## config.mk

```make
export PLATFORM = sky130hd
export DESIGN_NAME = product_accumulator
export DESIGN_NICKNAME = d
export VERILOG_FILES = /design/src/rtl/product_accumulator.sv
export SDC_FILE = /design/constraint.sdc
export NUM_CORES = 1
export LEC_CHECK = 0
export ABC_AREA = 1
export ABC_CLOCK_PERIOD_IN_PS = 5030
export CAP_MARGIN = 20
export CORE_ASPECT_RATIO = 1.4
export CORE_UTILIZATION = 60
export CTS_BUF_LIST = sky130_fd_sc_hd__clkbuf_8
export CTS_CLUSTER_SIZE = 8
export DETAILED_ROUTE_END_ITERATION = 16
export GPL_TIMING_DRIVEN = 0
export PLACE_DENSITY = 0.95
export SETUP_SLACK_MARGIN = 0.2
export SLEW_MARGIN = 20
export SYNTH_ARGS = -nofsm -noshare
export SYNTH_HDL_FRONTEND = slang
export SYNTH_SLANG_ARGS = --single-unit
```

## constraint.sdc

```tcl
create_clock -name clk -period 5.03 [get_ports clk]
set_input_delay 1.2575 -clock clk [delete_from_list [all_inputs] [get_ports clk]]
set_output_delay 1.2575 -clock clk [all_outputs]
set_load 0.005 [all_outputs]
```

## src/rtl/product_accumulator.sv

```systemverilog
// Sums LEN consecutive unsigned 8-bit products into one saturating ACC_W-bit result,
// with valid/ready handshakes on the product input and on the frame result output.
module product_accumulator #(
   parameter int LEN   = 8,
   parameter int ACC_W = 16
) (
   input  logic                       clk,
   input  logic                       rst,
   input  logic                       clr,
   input  logic                       in_valid,
   output logic                       in_ready,
   input  logic [7:0]                 in_prod,
   output logic                       out_valid,
   input  logic                       out_ready,
   output logic [ACC_W-1:0]           out_sum,
   output logic                       out_ovf,
   output logic [$clog2(LEN+1)-1:0]   count
);

   localparam int CNT_W = $clog2(LEN+1);

   typedef enum logic {ACCUM = 1'b0, DONE = 1'b1} state_t;

   state_t             state_q, state_d;
   logic [ACC_W-1:0]   acc_q, acc_d;
   logic [CNT_W-1:0]   cnt_q, cnt_d;
   logic               ovf_q, ovf_d;
   logic [ACC_W-1:0]   sum_q, sum_d;
   logic               sum_ovf_q, sum_ovf_d;

   logic [ACC_W:0]     add_ext;
   logic [ACC_W-1:0]   acc_sat;
   logic               ovf_acc;

   // Widened add; the carry bit into position ACC_W signals saturation.
   always_comb begin
      add_ext = {1'b0, acc_q} + {{(ACC_W+1-8){1'b0}}, in_prod};
      acc_sat = add_ext[ACC_W] ? {ACC_W{1'b1}} : add_ext[ACC_W-1:0];
      ovf_acc = ovf_q | add_ext[ACC_W];
   end

   always_comb begin
      state_d   = state_q;
      acc_d     = acc_q;
      cnt_d     = cnt_q;
      ovf_d     = ovf_q;
      sum_d     = sum_q;
      sum_ovf_d = sum_ovf_q;
      if (clr) begin
         state_d = ACCUM;
         acc_d   = '0;
         cnt_d   = '0;
         ovf_d   = 1'b0;
      end else begin
         case (state_q)
            ACCUM: begin
               if (in_valid) begin
                  acc_d = acc_sat;
                  ovf_d = ovf_acc;
                  cnt_d = cnt_q + 1'b1;
                  if (cnt_q == CNT_W'(LEN-1)) begin
                     state_d   = DONE;
                     sum_d     = acc_sat;
                     sum_ovf_d = ovf_acc;
                  end
               end
            end
            DONE: begin
               if (out_ready) begin
                  state_d = ACCUM;
                  acc_d   = '0;
                  cnt_d   = '0;
                  ovf_d   = 1'b0;
               end
            end
            default: state_d = ACCUM;
         endcase
      end
   end

   always_ff @(posedge clk or posedge rst) begin
      if (rst) begin
         state_q   <= ACCUM;
         acc_q     <= '0;
         cnt_q     <= '0;
         ovf_q     <= 1'b0;
         sum_q     <= '0;
         sum_ovf_q <= 1'b0;
      end else begin
         state_q   <= state_d;
         acc_q     <= acc_d;
         cnt_q     <= cnt_d;
         ovf_q     <= ovf_d;
         sum_q     <= sum_d;
         sum_ovf_q <= sum_ovf_d;
      end
   end

   assign in_ready  = (state_q == ACCUM);
   assign out_valid = (state_q == DONE);
   assign out_sum   = sum_q;
   assign out_ovf   = sum_ovf_q;
   assign count     = cnt_q;

endmodule

```

==> results.toml, run 1 <==
[critical_path]
crit_path_start_kind = "input pin"
rrSetupSlack_ns = 2.85
worstPathRequired_ns = 5.21
arrival_ns = 3.36
cp_max_fo = 10
critPathKind = "input pin to flop"
reg2reg_depth = 11
cp-end-kind = "flop"
reg2reg_from = "acc_q[0]"
reg2reg_to = "out_sum[8]"

[sta]
finalSetupViolCount = 0
fin_crit_ns = 3.19
hold_violations = 0
drv_slew = 0
finalClockSkew_ns = 0.00964
rsz0062_at_grt = "false"
fmax_ghz = 0.314
worst_slew_pin_slew_ns = 0.509
finalCritPeriodShare_pct = 63.4
slew_headroom_pct = 66.1
timing.setup.tns_ns = 0

[logic_synthesis]
synth_compound_area_share_pct = 4.21
synth_area_leaders = "dfrtp_1 42%, nand2_1 24%, inv_1 5.4%, ha_1 4.8%, nand3_1 4.3%"
synth_top_family_by_area = "simple AND/OR/NAND/NOR gates"
synthSimpleGateAreaFrac_pct = 40.0
synth_fa_ha_area_share_pct = 5.65
synth_edf_count = 0
synthesis.instances = 320
ys_types = 34
async_flop_share_pct = 100
synth_seq_area_share_pct = 41.6
yosysWarnings = 0
synth.largest_area_cell = "dfrtp_1"
synth_top_area_share_pct = 41.6
ys_ff_latch = 39
muxShareOfSynthArea_pct = 0
synth_nets = 343
mappedNetlistArea_um2 = 2350
postSynthAreaPerCell_um2 = 7.34
synth-xor-area-share_pct = 0.746
synth_flop_cell = "dfrtp_1"

[die]
core-area_um2 = 3710
die_y_um = 76.0
num_rows = 26
die_w_um = 54.9
pin_count = 36
start_util_pct = 63.3
dieArea_um2 = 4170

[cts]
post_cts_buffers = 0
clock_path_buffers = 2
path_clk_slew_ns = 0.08
cts_tree = "built"
numCtsBuffers = 5
clock_latency_ns = 0.29
cts_resized = 0
cts-root-buf = "clkbuf_8"
cts_htree_levels = 2
hold_buffers = 0
clock_sinks = 39

[pwr]
p_sw_share_pct = 29.4
seqPwrFrac_pct = 43.1
p_leak_nw = 1.62
intPower_mw = 0.586
irDropWorstVdd_mv = 0.258
powerDensity_nw_per_um2 = 286
p_switching_mw = 0.244
power_frac_clock_pct = 33.0
pwr-share-comb_pct = 23.8

[placed_design]
post-place-cells = 398
globalplace.congestion = 0.951
dp_hpwl_um = 4140
port_buffers = 35

[cells_and_area]
final_common_cell = "nand2_1"
layout.filler_cells = 248
antenna_cells = 0
drive_gt1_share_pct = 9.07
instances_no_fill = 406
most-common-layout-cells = "153 x nand2_1, 39 x dfrtp_1, 35 x clkdlybuf4s50_1"
syn_to_final_growth_pct = 23.3
fin_util_pct = 78.1
layout.nets = 386

[routing]
post-route-drc-count = 0
via_per_inst = 5.49
drt_wl_total_um = 5710
drtIter0Drc = 105
vias = 2230
wl_per_cell_um = 14.1
first_pass_iters = 4
ant_nets = 0

[global_route]
grt_max_degree = 26
track_usage_pct = 31.1
antenna_found_initial = 0
grt_first_pass_wirelength_um = 9510
grt_pass1_vias = 2284
grt-ovfl-total = 0

[min_path]
hold_path_end = "out_sum[0]"
hp-start = "out_sum[0]"
hold_path_class = "flop to flop"
holdPathStages = 2

[run_status]
status = "finished, final reports clean"

[run]
maxCapViolations = 0
-- stage by stage --
| stage | hold WS (ns) | instance area [um^2] | power (mW) | worst slack (ns) |
|---|---|---|---|---|
| after floorplan | 0.453 | 2350 | 0.481 | 2.30 |
| after global placement | 0.463 | 2750 | 0.543 | 1.70 |
| after detailed placement | 0.467 | 2780 | 0.555 | 1.63 |
| after CTS | 0.487 | 2900 | 0.827 | 1.87 |
| after global routing | 0.510 | 2900 | 0.867 | 1.75 |
| final | 0.482 | 2900 | 0.829 | 1.84 |
-- critical path: stages --
cell and delay (ns):
clkdlybuf4s50_1 0.43, ha_1 0.25, fa_1 0.42, nand2_1 0.13, nand2_1 0.10, nand3_1 0.13
nand2_2 0.10, nand3_4 0.12, buf_6 0.18, nand3_2 0.10, nand2_1 0.08, nand2_1 0.06
-- synthesized netlist by cell type, drive strengths merged (2+ instances only) --
master,count
nand2,155
or2,3
o21ai,2
a21oi,8
ha,9
buf,5
xor2,2
nand3b,3
nand3,25
nand4,3
inv,36
dfrtp,39
nor2,20
nor3,2
-- registers in the layout, indices dropped and copies added, names as in the netlist --
register / flops
ovf_q: 1
count: 4
out_valid: 1
out_ovf: 1
acc_q: 16
out_sum: 16
-- layout make-up --
class                           instances  area [um^2]  share of cell area [%]
Buffer                                  5         45.0                    1.56
Clock buffer                            6         82.6                    2.85
Clock inverter                          2         35.0                    1.21
Inverter                               36          138                    4.75
Multi-Input combinational cell        240         1190                    41.1
Sequential cell                        39          976                    33.7
Tap cell                               42         52.6                    1.82
Timing Repair Buffer                   36          378                    13.1
-- logic make-up (layout without fill, tap and decap cells) --
family,count (synthesis),in the layout
AND/OR/NAND/NOR,212,212
buffers and inverters,41,85
flip-flops,39,39
AO/OA/AOI/OAI,16,16
adder cells (fa/ha/maj),10,10
XOR/XNOR,2,2
-- worst max-delay path by stage --
stage | startpoint | end
final | in_prod[0] | out_sum[8]
after global routing | in_prod[0] | out_sum[8]
after CTS | in_prod[0] | out_sum[1]
after detailed placement | in_prod[0] | acc_q[1]
after global placement | in_prod[0] | out_sum[8]
after floorplan | in_prod[0] | acc_q[3]
-- per-layer routing --
| metal | global-route usage (%) | part of all wire (%) | vias to the layer above |
|---|---|---|---|
| met5 | 0 | 0 | - |
| met4 | 14.6 | 2.6 | 0 |
| met1 | 37.5 | 39 | 1041 |
| met3 | 5.79 | 6.1 | 17 |
| met2 | 50.8 | 52 | 94 |
| li1 | - | - | 1078 |
-- power by group through the flow --
stage | combinational (mW) | sequential [mW] | clock (mW)
detailed placement | 0.193 | 0.363 | 0
CTS | 0.196 | 0.357 | 0.274
floorplan | 0.121 | 0.360 | 0
global placement | 0.181 | 0.362 | 0
global route | 0.220 | 0.361 | 0.286
finish | 0.198 | 0.358 | 0.274
Note: power is estimated with default switching activity, not from simulation.
==> inputs of run 2 (changes only) <==
--- a/config.mk
+++ b/config.mk
@@ -6,15 +6,15 @@
 export NUM_CORES = 1
 export LEC_CHECK = 0
 export ABC_AREA = 1
-export ABC_CLOCK_PERIOD_IN_PS = 5030
+export ABC_CLOCK_PERIOD_IN_PS = 3300
 export CAP_MARGIN = 20
 export CORE_ASPECT_RATIO = 1.4
-export CORE_UTILIZATION = 60
+export CORE_UTILIZATION = 56
 export CTS_BUF_LIST = sky130_fd_sc_hd__clkbuf_8
 export CTS_CLUSTER_SIZE = 8
 export DETAILED_ROUTE_END_ITERATION = 16
 export GPL_TIMING_DRIVEN = 0
-export PLACE_DENSITY = 0.95
+export PLACE_DENSITY = 0.9
 export SETUP_SLACK_MARGIN = 0.2
 export SLEW_MARGIN = 20
 export SYNTH_ARGS = -nofsm -noshare
==> constraint.sdc (replaced) <==
create_clock -name clk -period 3.3 [get_ports clk]
set_input_delay 0.825 -clock clk [delete_from_list [all_inputs] [get_ports clk]]
set_output_delay 0.825 -clock clk [all_outputs]
set_load 0.005 [all_outputs]
==> results.toml, run 2 (same netlist as run 1, synthesis figures left out) <==
[die]
die_w_um = 56.7
start_util_pct = 58.9
die_y_um = 78.6
dieArea_um2 = 4460
num_rows = 27
pin_count = 36
core-area_um2 = 3990

[sta]
holdWs_ns = 0.482
timing.setup.tns_ns = 0
finalClockSkew_ns = 0.00545
rsz0062_at_grt = "false"
fin_crit_ns = 2.63
hold_violations = 0
fmax_ghz = 0.380
drv_slew = 0
finalSetupViolCount = 0
slew_headroom_pct = 66.0
worst_slew_pin_slew_ns = 0.509
finalCritPeriodShare_pct = 79.8
worst_slack_ns = 0.667

[placed_design]
place_area_um2 = 2770
pre_cts_slack_ns = 0.373
dp_hpwl_um = 3950
globalplace.congestion = 0.953
post-place-cells = 399
port_buffers = 35

[pwr]
power_mw = 1.17
intPower_mw = 0.810
p_switching_mw = 0.360
pwr-share-comb_pct = 25.0
seqPwrFrac_pct = 46.5
p_leak_nw = 1.61
irDropWorstVdd_mv = 0.353
p_sw_share_pct = 30.8
powerDensity_nw_per_um2 = 409
power_frac_clock_pct = 28.5

[routing]
wl_per_cell_um = 13.1
drt_wl_total_um = 5330
drtIter0Drc = 77
vias = 2144
ant_nets = 0
via_per_inst = 5.28
first_pass_iters = 11
post-route-drc-count = 2

[cts]
cts-root-buf = "clkbuf_8"
cts_resized = 0
clock_latency_ns = 0.29
hold_buffers = 0
path_clk_slew_ns = 0.07
cts_tree = "built"
post_cts_buffers = 0
cts_htree_levels = 2
clock_path_buffers = 2
numCtsBuffers = 5
clock_sinks = 39

[critical_path]
reg2reg_from = "acc_q[0]"
reg2reg_to = "acc_q[0]"
crit_path_start_kind = "input pin"
rrSetupSlack_ns = 1.24
arrival_ns = 2.82
worst_path_largest_cell_delay_ns = 0.41
critPathKind = "input pin to flop"
worstPathRequired_ns = 3.48
reg2reg_depth = 11
slowest_stage = "clkdlybuf4s50_1"
cpMostUsedCell = "nand2_1"
cp_max_fo = 10
cp-end-kind = "flop"
crit_path_cell_trace = "clkdlybuf4s50_1 > ha_1 > fa_1 > nand2_1 > nand2_1 > nand3_1 > nand2_2 > nand3_4 > buf_6 > nand2_1 > nand2_1 > nand2_1"

[cells_and_area]
most-common-layout-cells = "153 x nand2_1, 39 x dfrtp_1, 35 x clkdlybuf4s50_1"
instances_no_fill = 406
antenna_cells = 0
syn_to_final_growth_pct = 21.8
fin_util_pct = 71.7
drive_gt1_share_pct = 8.82
layout.nets = 386
final_common_cell = "nand2_1"
post-route-cell-area_um2 = 2860

[global_route]
antenna_found_initial = 0
grt-ovfl-total = 0
grt_max_degree = 26
track_usage_pct = 26.8
grt_first_pass_wirelength_um = 9200
grt_pass1_vias = 2169

[run_status]
violations = "design-rule violations"
status = "finished, violations left"

[min_path]
hp-start = "out_sum[1]"
holdPathStages = 2
hold_path_class = "flop to flop"
hold_path_end = "out_sum[1]"

[run]
maxCapViolations = 0
[run 2: power groups by stage]
stage | sequential [mW] | clock [mW] | combinational, mW
2_1_floorplan | 0.549 | 0 | 0.184
3_3_place_gp | 0.552 | 0 | 0.278
3_5_place_dp | 0.552 | 0 | 0.290
4_1_cts | 0.544 | 0.336 | 0.293
5_1_grt | 0.550 | 0.350 | 0.330
6_report | 0.544 | 0.333 | 0.293
[run 2: critical path: cells and delay by family]
kind | cells | cell delay, ns
simple gates | 8 | 0.78
fa+ha+maj | 2 | 0.62
buf+inv | 2 | 0.59
[run 2: final cells by class]
class	count	area (um^2)
plain buffers	5	45.0
well taps	43	53.8
fillers	322	1130
flip-flops and latches	39	976
clock buffers	6	82.6
inverters	36	138
multi-input cells	240	1190
clock inverters	1	5.00
repair buffers	36	370
[run 2: how the worst max path moves through the flow]
stage | start | end | slack (ns) | cells past startpoint
final | in_prod[0] | acc_q[0] | 0.67 | 12
after global routing | in_prod[0] | acc_q[3] | 0.54 | 12
after CTS | in_prod[0] | out_sum[8] | 0.67 | 12
after detailed placement | in_prod[0] | out_sum[3] | 0.37 | 12
after global placement | in_prod[0] | out_sum[8] | 0.40 | 12
after floorplan | in_prod[0] | acc_q[3] | 1.01 | 11
[run 2: layer usage]
layer | global-route usage (%) | wire length, um | up-vias
met5 | 0 | 0 | -
met4 | 14.8 | 165 | 0
met3 | 4.78 | 256 | 19
met2 | 46.7 | 2700 | 63
met1 | 30.8 | 2210 | 981
li1 | - | - | 1081
==> inputs of run 3 (changes only) <==
--- a/config.mk
+++ b/config.mk
@@ -6,7 +6,7 @@
 export NUM_CORES = 1
 export LEC_CHECK = 0
 export ABC_AREA = 1
-export ABC_CLOCK_PERIOD_IN_PS = 3300
+export ABC_CLOCK_PERIOD_IN_PS = 2700
 export CAP_MARGIN = 20
 export CORE_ASPECT_RATIO = 1.4
 export CORE_UTILIZATION = 56
==> constraint.sdc (replaced) <==
create_clock -name clk -period 2.7 [get_ports clk]
set_input_delay 0.675 -clock clk [delete_from_list [all_inputs] [get_ports clk]]
set_output_delay 0.675 -clock clk [all_outputs]
set_load 0.005 [all_outputs]
==> results.toml, run 3 (same netlist as run 1, synthesis figures left out) <==
[cts]
clock_latency_ns = 0.29
clock_sinks = 39
clock_path_buffers = 2
cts_htree_levels = 2
cts-root-buf = "clkbuf_8"
numCtsBuffers = 5
cts_tree = "built"
path_clk_slew_ns = 0.08
post_cts_buffers = 0

[cells_and_area]
layout.filler_cells = 310
antenna_cells = 0
regArea_um2 = 976
instances_no_fill = 408
syn_to_final_growth_pct = 23.8
multi_input_area_um2 = 1210
most-common-layout-cells = "153 x nand2_1, 39 x dfrtp_1, 35 x clkdlybuf4s50_1"
drive_gt1_share_pct = 9.86
layout.nets = 388
final_common_cell = "nand2_1"

[sta]
rsz0062_at_grt = "false"
drv_slew = 0
worst_slew_pin_slew_ns = 0.526
finalSetupViolCount = 0
holdWs_ns = 0.483
fmax_ghz = 0.418
fin_crit_ns = 2.39
finalClockSkew_ns = 0.00545
hold_violations = 0
finalCritPeriodShare_pct = 88.5
slew_headroom_pct = 64.9

[critical_path]
reg2reg_depth = 11
arrival_ns = 2.58
cp_max_fo = 5
crit_path_start_kind = "input pin"
critPathKind = "input pin to flop"
worstPathRequired_ns = 2.89
reg2reg_from = "acc_q[0]"
reg2reg_to = "out_sum[4]"
rrSetupSlack_ns = 0.73
cp-end-kind = "flop"

[pwr]
p_leak_nw = 1.62
powerDensity_nw_per_um2 = 496
irDropWorstVdd_mv = 0.435

[die]
pin_count = 36
start_util_pct = 58.9
dieArea_um2 = 4460
num_rows = 27
die_w_um = 56.7
die_y_um = 78.6
core-area_um2 = 3990

[global_route]
track_usage_pct = 26.8
antenna_found_initial = 0
grt-ovfl-total = 0
grt_pass1_vias = 2169
grt_max_degree = 26
grt_first_pass_wirelength_um = 9200

[placed_design]
port_buffers = 35
dp_hpwl_um = 3950
post-place-cells = 399
globalplace.congestion = 0.953

[run_status]
violations = "design-rule violations"
status = "finished, violations left"

[routing]
ant_nets = 0
vias = 2188
first_pass_iters = 11
via_per_inst = 5.36
drt_wl_total_um = 5620
wl_met2_um = 2880
drtIter0Drc = 83
route.met3.wl_um = 244
post-route-drc-count = 2
wl_met1_um = 2350
top_layer = "met4"
wl_per_cell_um = 13.8

[min_path]
hp-start = "out_sum[2]"
hold_path_end = "out_sum[2]"
holdPathStages = 2
hold_path_class = "flop to flop"

[run]
maxCapViolations = 0
-- run 3: cell count changes in the layout (fill, tap and decap cells not counted), sizes merged --
cell | previous run | this run
nand3 | 25 | 26
clkbuf | 6 | 7
-- run 3: critical path, stage by stage --
cell and delay, ns:
clkdlybuf4s50_1 0.41, ha_1 0.23, fa_2 0.35, nand2_1 0.09
nand2_1 0.11, nand3_2 0.11, nand2_2 0.12, nand3_4 0.14
clkbuf_16 0.17, nand3_2 0.07, nand2_1 0.06, nand2_1 0.05
-- run 3: worst max path at each step --
stage / depth (start not counted) / from / to
6_report: 12 / in_prod[0] / out_sum[4]
5_1_grt: 12 / in_prod[0] / acc_q[3]
4_1_cts: 12 / in_prod[0] / out_sum[8]
3_5_place_dp: 12 / in_prod[0] / out_sum[3]
3_3_place_gp: 12 / in_prod[0] / out_sum[8]
2_1_floorplan: 11 / in_prod[0] / acc_q[3]
-- run 3: layout make-up --
type	count	share of cell area [%]
Multi-Input combinational cell	241	41.5
Clock inverter	1	0.172
Sequential cell	39	33.6
Timing Repair Buffer	37	13.6
Inverter	36	4.74
Tap cell	43	1.85
Clock buffer	6	2.84
Buffer	5	1.68
-- run 3: routing by layer --
layer	vias to the layer above	GRT usage (%)
met5	-	0
met4	0	14.8
met3	17	4.78
met2	65	46.7
met1	1026	30.8
li1	1080	-
-- run 3: through the flow --
step                utilization (%)  total power, mW  setup TNS [ns]  area, um^2  setup slack [ns]
floorplan                         -            0.897               0        2350             0.557
global placement               69.0             1.01          -0.415        2750           -0.0548
detailed placement             69.5             1.03           -1.02        2770           -0.0772
CTS                            71.7             1.43               0        2860             0.219
global route                   72.9             1.51               0        2910             0.206
finish                         72.9             1.44               0        2910             0.310
-- run 3: where the power goes --
part           total, mW  switching [mW]  internal [mW]
clock network      0.411           0.210          0.201
logic              0.367           0.204          0.163
registers          0.665          0.0380          0.627
-- run 3: repair_timing --
action	4_1_cts	5_1_grt
hold buffers	0	0
endpoints found under the setup margin	0	21
gates resized for setup	0	4
